[src/rtl/fifo_pkg.sv]
// fifo_pkg: shared helpers and types for the parameterised FIFO.
//   ptr_w(depth)  - pointer width, at least 1 bit even for tiny depths.
//   cnt_w(depth)  - occupancy width, wide enough to hold the value depth.
//   fifo_status_t - flattened status bundle for CSR readout. Counts are
//                   fixed at STATUS_CNT_W bits so one CSR layout fits any
//                   FIFO depth; zero-extend count/high_water into it.
package fifo_pkg;

  localparam int STATUS_CNT_W = 16;

  function automatic int ptr_w(input int depth);
    int w;
    w = $clog2(depth);
    return (w < 1) ? 1 : w;
  endfunction

  function automatic int cnt_w(input int depth);
    return $clog2(depth + 1);
  endfunction

  typedef struct packed {
    logic [STATUS_CNT_W-1:0] count;
    logic                    almost_full;
    logic                    almost_empty;
    logic                    overflow;
    logic                    underflow;
    logic [STATUS_CNT_W-1:0] high_water;
  } fifo_status_t;

endpackage

[src/rtl/fifo_ptr.sv]
// fifo_ptr: modulo-DEPTH pointer for the FIFO storage array.
//   clk  - clock, rising edge
//   rst  - async active-high reset, ptr -> 0
//   clr  - synchronous clear, wins over inc
//   inc  - advance by one, wrapping DEPTH-1 -> 0
//   ptr  - current pointer value
// The wrap is an explicit compare so non-power-of-2 depths work; the
// pointer never takes values DEPTH..2**PTR_W-1.
module fifo_ptr
  import fifo_pkg::*;
#(
  parameter int DEPTH = 8,
  localparam int PTR_W = ptr_w(DEPTH)
) (
  input  logic             clk,
  input  logic             rst,
  input  logic             clr,
  input  logic             inc,
  output logic [PTR_W-1:0] ptr
);

  localparam logic [PTR_W-1:0] LAST = PTR_W'(DEPTH - 1);

  always_ff @(posedge clk or posedge rst) begin
    if (rst)      ptr <= '0;
    else if (clr) ptr <= '0;
    else if (inc) ptr <= (ptr == LAST) ? '0 : ptr + 1'b1;
  end

endmodule

[src/rtl/fifo_param.sv]
// fifo_param: single-clock show-ahead FIFO, any DEPTH >= 2.
//   clk, rst      - clock (rising edge) and async active-high reset
//   flush         - synchronous clear of contents, errors and high-water
//   wr_en/wr_data - write request and data; accepted when wr_ready
//   wr_ready      - not full
//   rd_en         - pop request; accepted when rd_valid
//   rd_data       - head entry, combinational from storage (0 latency)
//   rd_valid      - not empty
//   count         - registered occupancy
//   almost_full   - count >= AF_TH
//   almost_empty  - count <= AE_TH
//   overflow      - sticky, write seen while full
//   underflow     - sticky, read seen while empty
//   high_water    - peak occupancy since reset/flush
// Full/empty come from the registered count, so a pop never frees space
// for a push in the same cycle (no pass-through) and a push is never
// visible to a pop in the same cycle.
module fifo_param
  import fifo_pkg::*;
#(
  parameter int DATA_WIDTH = 8,
  parameter int DEPTH      = 8,
  parameter int AF_TH      = DEPTH - 1,
  parameter int AE_TH      = 1,
  localparam int CNT_W     = cnt_w(DEPTH)
) (
  input  logic                  clk,
  input  logic                  rst,
  input  logic                  flush,
  input  logic                  wr_en,
  input  logic [DATA_WIDTH-1:0] wr_data,
  output logic                  wr_ready,
  input  logic                  rd_en,
  output logic [DATA_WIDTH-1:0] rd_data,
  output logic                  rd_valid,
  output logic [CNT_W-1:0]      count,
  output logic                  almost_full,
  output logic                  almost_empty,
  output logic                  overflow,
  output logic                  underflow,
  output logic [CNT_W-1:0]      high_water
);

  localparam int PTR_W = ptr_w(DEPTH);
  localparam logic [CNT_W-1:0] FULL_CNT = CNT_W'(DEPTH);

  // Parameter legality, caught at elaboration
  if (DEPTH < 2) begin : g_bad_depth
    $error("fifo_param: DEPTH=%0d, must be >= 2", DEPTH);
  end
  if (AF_TH < 1 || AF_TH > DEPTH) begin : g_bad_af
    $error("fifo_param: AF_TH=%0d outside 1..DEPTH", AF_TH);
  end
  if (AE_TH < 0 || AE_TH > DEPTH - 1) begin : g_bad_ae
    $error("fifo_param: AE_TH=%0d outside 0..DEPTH-1", AE_TH);
  end

  logic [DATA_WIDTH-1:0] mem [DEPTH];
  logic [PTR_W-1:0]      wr_ptr, rd_ptr;
  logic [CNT_W-1:0]      count_next;
  logic                  push, pop;

  // Status decode from the registered count
  assign wr_ready     = (count != FULL_CNT);
  assign rd_valid     = (count != '0);
  assign almost_full  = (count >= CNT_W'(AF_TH));
  assign almost_empty = (count <= CNT_W'(AE_TH));

  // flush swallows any transfer requested in the same cycle
  assign push = wr_en & wr_ready & ~flush;
  assign pop  = rd_en & rd_valid & ~flush;

  fifo_ptr #(.DEPTH(DEPTH)) u_wr_ptr (
    .clk (clk),
    .rst (rst),
    .clr (flush),
    .inc (push),
    .ptr (wr_ptr)
  );

  fifo_ptr #(.DEPTH(DEPTH)) u_rd_ptr (
    .clk (clk),
    .rst (rst),
    .clr (flush),
    .inc (pop),
    .ptr (rd_ptr)
  );

  // Storage has no reset; rd_valid qualifies rd_data
  always_ff @(posedge clk) begin
    if (push) mem[wr_ptr] <= wr_data;
  end

  assign rd_data = mem[rd_ptr];

  always_comb begin
    count_next = count;
    case ({push, pop})
      2'b10:   count_next = count + 1'b1;
      2'b01:   count_next = count - 1'b1;
      default: count_next = count;
    endcase
  end

  always_ff @(posedge clk or posedge rst) begin
    if (rst) begin
      count      <= '0;
      overflow   <= 1'b0;
      underflow  <= 1'b0;
      high_water <= '0;
    end else if (flush) begin
      count      <= '0;
      overflow   <= 1'b0;
      underflow  <= 1'b0;
      high_water <= '0;
    end else begin
      count <= count_next;
      if (wr_en && !wr_ready) overflow  <= 1'b1;
      if (rd_en && !rd_valid) underflow <= 1'b1;
      if (count_next > high_water) high_water <= count_next;
    end
  end

  // Occupancy implied by the pointers; full and empty both give 0,
  // so full is told apart by count itself.
  logic [CNT_W-1:0] ptr_diff;
  always_comb begin
    ptr_diff = '0;
    if (wr_ptr >= rd_ptr) ptr_diff = CNT_W'(wr_ptr) - CNT_W'(rd_ptr);
    else                  ptr_diff = CNT_W'(wr_ptr) + FULL_CNT - CNT_W'(rd_ptr);
  end

  a_no_push_full: assert property (@(posedge clk) disable iff (rst)
    !(push && count == FULL_CNT));
  a_no_pop_empty: assert property (@(posedge clk) disable iff (rst)
    !(pop && count == '0));
  a_count_range: assert property (@(posedge clk) disable iff (rst)
    count <= FULL_CNT);
  a_count_ptrs: assert property (@(posedge clk) disable iff (rst)
    (count == FULL_CNT) ? (ptr_diff == '0) : (ptr_diff == count));

endmodule

[config.mk]
export PLATFORM = sky130hd
export DESIGN_NAME = fifo_param
export DESIGN_NICKNAME = d
export VERILOG_FILES = /design/src/rtl/fifo_pkg.sv /design/src/rtl/fifo_ptr.sv /design/src/rtl/fifo_param.sv
export SDC_FILE = /design/constraint.sdc
export NUM_CORES = 1
export LEC_CHECK = 0
export ABC_CLOCK_PERIOD_IN_PS = 4300
export CAP_MARGIN = 20
export CORE_ASPECT_RATIO = 0.7
export CORE_MARGIN = 1.5
export CORE_UTILIZATION = 54
export DETAILED_ROUTE_END_ITERATION = 10
export PLACE_DENSITY = 0.83
export SYNTH_ARGS = -nofsm -noshare
export SYNTH_HDL_FRONTEND = slang
export SYNTH_SLANG_ARGS = --single-unit
export TNS_END_PERCENT = 100
[constraint.sdc]
create_clock -name clk -period 4.3 [get_ports clk]
set_input_delay 0.86 -clock clk [delete_from_list [all_inputs] [get_ports clk]]
set_output_delay 0.86 -clock clk [all_outputs]
set_load 0.02 [all_outputs]
# Word level (Yosys, flattened, before mapping)

Memory sizes are Yosys's and may differ from the RTL's.
Cells that the tools add are included.

Flip-flop bits (word level): 16
Latch bits: 0
RAM bits: 64
Bits in read-only memories: 0
Bits of input ports: 13
Output and inout bits: 22
Logic and storage cells: 50
Memories: 1

Memories:

| name | depth | width | rd ports | clocked after Yosys merged registers in | write ports | line             | RTL |
|---|---|---|---|---|---|---|---|
| mem  | 8     | 8     | 1        | 0                                       | 1           | fifo_param.sv:58 | `logic [DATA_WIDTH-1:0] mem [DEPTH];` |

Add/sub/neg operators: 4
Multipliers: 0
Div/mod/pow operators: 0
Order comparisons: 3
Eq/ne operators: 5
Shift-type cells: 0
Multiplexer cells: 16
Bitwise operators: 5
Reductions and logical operators: 10

Operators with widths:

| operator              | number |
|---|---|
| $mux W3               | 6 |
| $mux W4               | 3 |
| $reduce_bool A2 Y1    | 5 |
| $pmux W4 S2           | 1 |
| $add A3 B1 Y3 const B | 2 |
| $eq A3 B3 Y1 const B  | 2 |
| $mux W1               | 6 |
| $add A4 B1 Y4 const B | 1 |
| $and A1 B1 Y1         | 4 |
| $ge A4 B3 Y1 const B  | 1 |
| $gt A4 B4 Y1          | 1 |
| $le A4 B1 Y1 const B  | 1 |
| $ne A4 B4 Y1 const B  | 1 |
| $reduce_bool A4 Y1    | 1 |
| $sub A4 B1 Y4 const B | 1 |
| $eq A2 B1 Y1 const B  | 1 |
| $eq A2 B2 Y1 const B  | 1 |
| $logic_and A1 B1 Y1   | 2 |
| $logic_not A1 Y1      | 2 |
| $not A1 Y1            | 1 |

# Longest topological paths before layout

Depth in word-level cells: 8
Gate-level depth with buffers: 17
Mapped depth without buffers: 17

# Cells and area by module

A second synthesis with hierarchy kept.

Cells, all modules: 220
Area total of the unflattened synthesis: 3590.9 um^2

By module, submodules not included:

| module     | times used | cells each | area an instance (um^2) | sequential area each (um^2) |
|---|---|---|---|---|
| fifo_param | 1          | 194        | 3280.6                  | 2172.1 |
| fifo_ptr   | 2          | 13         | 155.1                   | 75.1 |

# Worst setup path before layout

OpenSTA, ideal clock, no wires.

Kind: register to register
Start: register count[0]
End: register high_water[3]
Setup time: 94 ps
Data arrival time: 3521 ps
Data required time: 4206 ps
Path slack: 685 ps
Stages on the path, launching flop included: 18
Path buffers: 1
Clock period less this slack: 3615 ps
Cell sequence: dfrtp_1 inv_1 ha_1 nor3b_1 inv_1 nand2_1 nor2_1 ha_1 buf_2 nor2_1 mux2_2 a221oi_1 inv_1 ha_1 a211oi_1 o21a_1 nor2_1 a211oi_1

Word-level cells in the longest chain between the ends: 7
Elaborated cells on any way between the ends: 15
Classes of those cells: add/sub: 2; order compare: 1; eq/ne: 3; mux: 3; bitwise: 4; reduce/logical: 2

Ends and longest elaborated chain:

| item                                                           | line              | RTL |
|---|---|---|
| start: declaration                                             | fifo_param.sv:36  | `output logic [CNT_W-1:0] count,` |
| start signal: assignment                                       | fifo_param.sv:117 | `count <= count_next;` |
| $reduce_bool A4 Y1 (*)                                         | fifo_param.sv:65  | `assign rd_valid = (count != '0);` |
| net rd_valid                                                   | fifo_param.sv:35  | `output logic rd_valid,` |
| $and A1 B1 Y1 (*) (2 in a row)                                 | fifo_param.sv:71  | `assign pop = rd_en & rd_valid & ~flush;` |
| $eq A2 B1 Y1 / $eq A2 B2 Y1 (equally long branches)            | fifo_param.sv:98  | `case ({push, pop})` |
| $pmux W4 S2 (*)                                                | fifo_param.sv:98  |  |
| $gt A4 B4 Y1 / $mux W4 (equally long branches)                 | fifo_param.sv:120 | `if (count_next > high_water) high_water <= count_next;` |
| $reduce_bool A2 Y1 (no line) / $mux W4 (equally long branches) | --                |  |
| end signal: assignment                                         | fifo_param.sv:120 |  |
| end: declaration                                               | fifo_param.sv:41  | `output logic [CNT_W-1:0] high_water` |

The timed path passes the listed nets; every way through them passes the cells marked *. The select of a mux whose other input is x is not followed.
A chain may end at the register's enable or synchronous reset.

# Worst setup path in the final report

Start: register count[0]
End: register high_water[3]

Word-level cells in the longest chain between the ends: 7
Elaborated cells on any way between the ends: 15
Classes of those cells: add/sub: 2; order compare: 1; eq/ne: 3; mux: 3; bitwise: 4; reduce/logical: 2

Ends and longest elaborated chain:

| item                                                           | line |
|---|---|
| $ne A4 B4 Y1 / $reduce_bool A4 Y1 (equally long branches)      | fifo_param.sv:64, fifo_param.sv:65 |
| $and A1 B1 Y1, on equally long branches (2 in a row)           | fifo_param.sv:70, fifo_param.sv:71 |
| $eq A2 B1 Y1 / $eq A2 B2 Y1 (equally long branches)            | fifo_param.sv:98 |
| $pmux W4 S2 (*)                                                | fifo_param.sv:98 |
| $gt A4 B4 Y1 / $mux W4 (equally long branches)                 | fifo_param.sv:120 |
| $reduce_bool A2 Y1 (no line) / $mux W4 (equally long branches) | -- |

Mark *: on every way between the ends. The rest lies on a longest branch, timed or not. The select of a mux whose other input is x is not followed.

==> metrics.md <==
| Metric | Value |
|---|---|
| RSZ-0062 raised after global routing | `false` |
| Post-synthesis sequential area ratio | `0.649` |
| Yosys warns | `0` |
| GR peak layer | `met2` |
| CTS Buf Count | `9` |
| Final max-slew violation count | `0` |
| PostCTS Resize Cnt | `0` |
| Fillers | `428` |
| Synth Instances | `between 200 and 250` |
| CTS tree | `built` |
| Worst-Margin Slew | `approximately 0.9 ns` |
| Post-synth EDFFs | `64` |
| Die height | `71.1 microns` |
| Met1 usage | `0.299` |
| TNS Setup | `0 ns` |
| ANT cells | `0` |
| Netlist Area Pre-Place | `3580 sq um` |
| Vias per cell | `about 5.9` |
| Residual DRC | `0` |
| Area post-placement | `3990 sq um` |
| Hold Fails Final Rpt | `0` |
| Fmax | `0.254 GHz` |
| RePlAce Congestion | `0.828` |
| Root Buffer | `clkbuf_8` |
| Gr ovfl total | `0` |
| Number of global-route vias before repair | `2,019` |
| Number of setup buffers added after CTS | `0` |
| Port bufs | `34` |
| Worst setup SP type | `register` |
| Skew-Pair Late Insertion Delay | `0.34 ns` |
| Max transition margin | `0.400` |
| Tmin final | `a little under 4 ns` |
| Share of the clock period used by the worst path | `0.915` |
| Hold_buf cts | `0` |
| Status | `complete, no violations` |
| Worst clock skew | `0.00927 ns` |
| Wire length per cell | `19.7 microns` |
| HP Class | `reg2reg` |
| Post-synth top flop | `edfxtp_1` |
| Placed cells | `331` |
| Max Root-Sink Buffers | `2` |
| Die W | `~100 microns` |
| Die area | `roughly 7100 sq um` |
| Met2 capacity usage during global routing | `0.332` |
| Largest net degree at the start of global routing | `19` |
| CP Data Arrival Time | `4.18 ns` |
| CTS sink cnt | `80` |
| CP Class | `reg2reg` |
| Final instance area | `4180 sq um` |
| IO Count | `35` |
| Post-route ant nets | `0` |
| DP HPWL | `4.46 mm` |
| Initial Util | `0.567` |
| Core box area | `roughly 6300 sq um` |
| Setup Viol. Count Final | `0` |
| TritonRoute pass-1 iters | `4` |
| First-pass GRT wire length | `10.8 mm` |
| P_leak | `between 1.5 and 2 nW` |
| Final Instance Count excl. Fillers | `347` |
| Cell variety after synth | `36` |
| Share of layout cells above drive strength 1 | `0.115` |
| Final nets | `290` |
| Net Count, Synth | `249` |
| PD cells | `390 nW/um^2` |
| H-tree level count | `3` |
| Avg Synthesized Cell Area | `16.0 sq um` |
| First DRT Iteration DRCs | `212` |
| Worst path required time | `4.54 ns` |
| Clock transition at the registers of the reported paths | `0.08 ns` |
| Initial antenna violation count | `0` |
| CP Max Fanout | `9` |
| Drt total wl | `6.83 mm` |
| Max Cap Viol | `0` |
| Synth Register Bits | `80` |
| Ys async rst share | `0.200` |
| Total number of vias | `slightly above 2,000` |
| Crit. End Element | `register` |
| Total track usage | `0.212` |
| Met3 Use GR | `0.0603` |
| Area Overhead vs Synth | `17.0%` |
| Peak VDD IR | `around 210 uV` |
| # rows | `24` |
-- synth_stat cells, drive strengths merged, types with 2 or more instances --
| cell | count | share of area |
|---|---|---|
| o21ai | 6 | 0.0084 |
| nand2 | 11 | 0.012 |
| nor3 | 6 | 0.0084 |
| edfxtp | 64 | 0.54 |
| nor2 | 16 | 0.017 |
| nand4b | 2 | 0.0049 |
| a21o | 2 | 0.0042 |
| mux2 | 9 | 0.028 |
| nor3b | 2 | 0.0042 |
| mux4 | 16 | 0.12 |
| inv | 13 | 0.014 |
| a211oi | 3 | 0.0063 |
| dfrtp | 16 | 0.11 |
| a21oi | 10 | 0.014 |
| buf | 6 | 0.014 |
| nor2b | 2 | 0.0035 |
| ha | 13 | 0.045 |
| nand2b | 3 | 0.0052 |
| nand3 | 5 | 0.0070 |
| and2 | 2 | 0.0035 |
| clkbuf | 3 | 0.0031 |
-- state kept, by name, indices dropped and copies added, names as in the netlist --
name / count
u_rd_ptr.ptr: 3
mem: 64
high_water: 4
count: 4
overflow: 1
u_wr_ptr.ptr: 3
underflow: 1
-- cell usage in the layout, fill, tap and decap left out, types with 6 or more instances in the layout --
cell type	count
mux2_2	9
ha_1	13
o21ai_0	6
inv_1	13
clkbuf_8	9
nand2_1	11
nor2_1	16
nor3_1	6
mux4_1	16
clkdlybuf4s50_1	34
edfxtp_1	64
dfrtp_1	16
a21oi_1	10
-- metrics by stage --
stage | util | power, mW | setup WS, ns | hold slack [ns]
6_report | 0.663 | 1.63 | 0.365 | 0.520
5_1_grt | 0.663 | 1.69 | 0.0699 | 0.551
4_1_cts | 0.663 | 1.64 | 0.440 | 0.523
3_5_place_dp | 0.633 | 1.11 | 0.287 | 0.505
3_3_place_gp | 0.633 | 1.10 | 0.459 | 0.498
2_1_floorplan | - | 1.03 | 0.685 | 0.538
-- worst max-delay path, cell delays in order (launching register included) --
cell	delay (ns)
dfrtp_1	0.48
inv_1	0.10
ha_1	0.29
nor3b_1	0.28
inv_1	0.14
nand2_1	0.15
nor2_1	0.07
ha_1	0.40
nand2b_1	0.20
o311ai_1	0.51
ha_1	0.36
a211oi_1	0.27
o21a_1	0.23
nor2_1	0.08
a211oi_1	0.27
-- area by class of cell --
class                      count  area, sq um  share of cell area
clock inverter                 6         67.6              0.0161
multi-input combinational    121         1140               0.273
sequential                    80         2320               0.555
inverter                      13         48.8              0.0117
tap                           78         97.6              0.0233
timing repair buffer          39          378              0.0903
clock buffer                  10          128              0.0305
-- worst paths after layout --
check	start	to	slack (ns)	cells past startpoint
worst max-delay path	count[0]	high_water[3]	0.37	14
worst min register to register	overflow	overflow	0.52	2
worst max register to register	count[0]	high_water[3]	0.37	14
worst min-delay path	overflow	overflow	0.52	2
max in group asynchronous	rst	count[1]	2.95	2
min in group asynchronous	rst	u_wr_ptr.ptr[0]	0.92	2
-- kinds of logic (layout without fill, tap and decap cells) --
kind of cell,Yosys count,in the layout,share of synthesized area
simple gates,53,53,0.0735
fa+ha+maj,13,13,0.0455
flops,80,80,0.649
compound gates,28,28,0.0493
xor+xnor,1,1,0.00245
buf+inv,22,68,0.0311
mux,26,26,0.149
-- where the power goes --
group | leakage (nW) | internal [mW] | switching, mW
logic | 0.616 | 0.102 | 0.127
clock network | 0.0929 | 0.270 | 0.258
registers | 0.797 | 0.858 | 0.0158
total | 1.51 | 1.23 | 0.401
-- routing by layer --
layer,part of all wire,up-vias
met5,0,-
met1,0.42,1003
li1,-,955
met2,0.50,74
met3,0.070,2
met4,0.0050,0
Note: power is estimated with default switching activity, not from simulation.
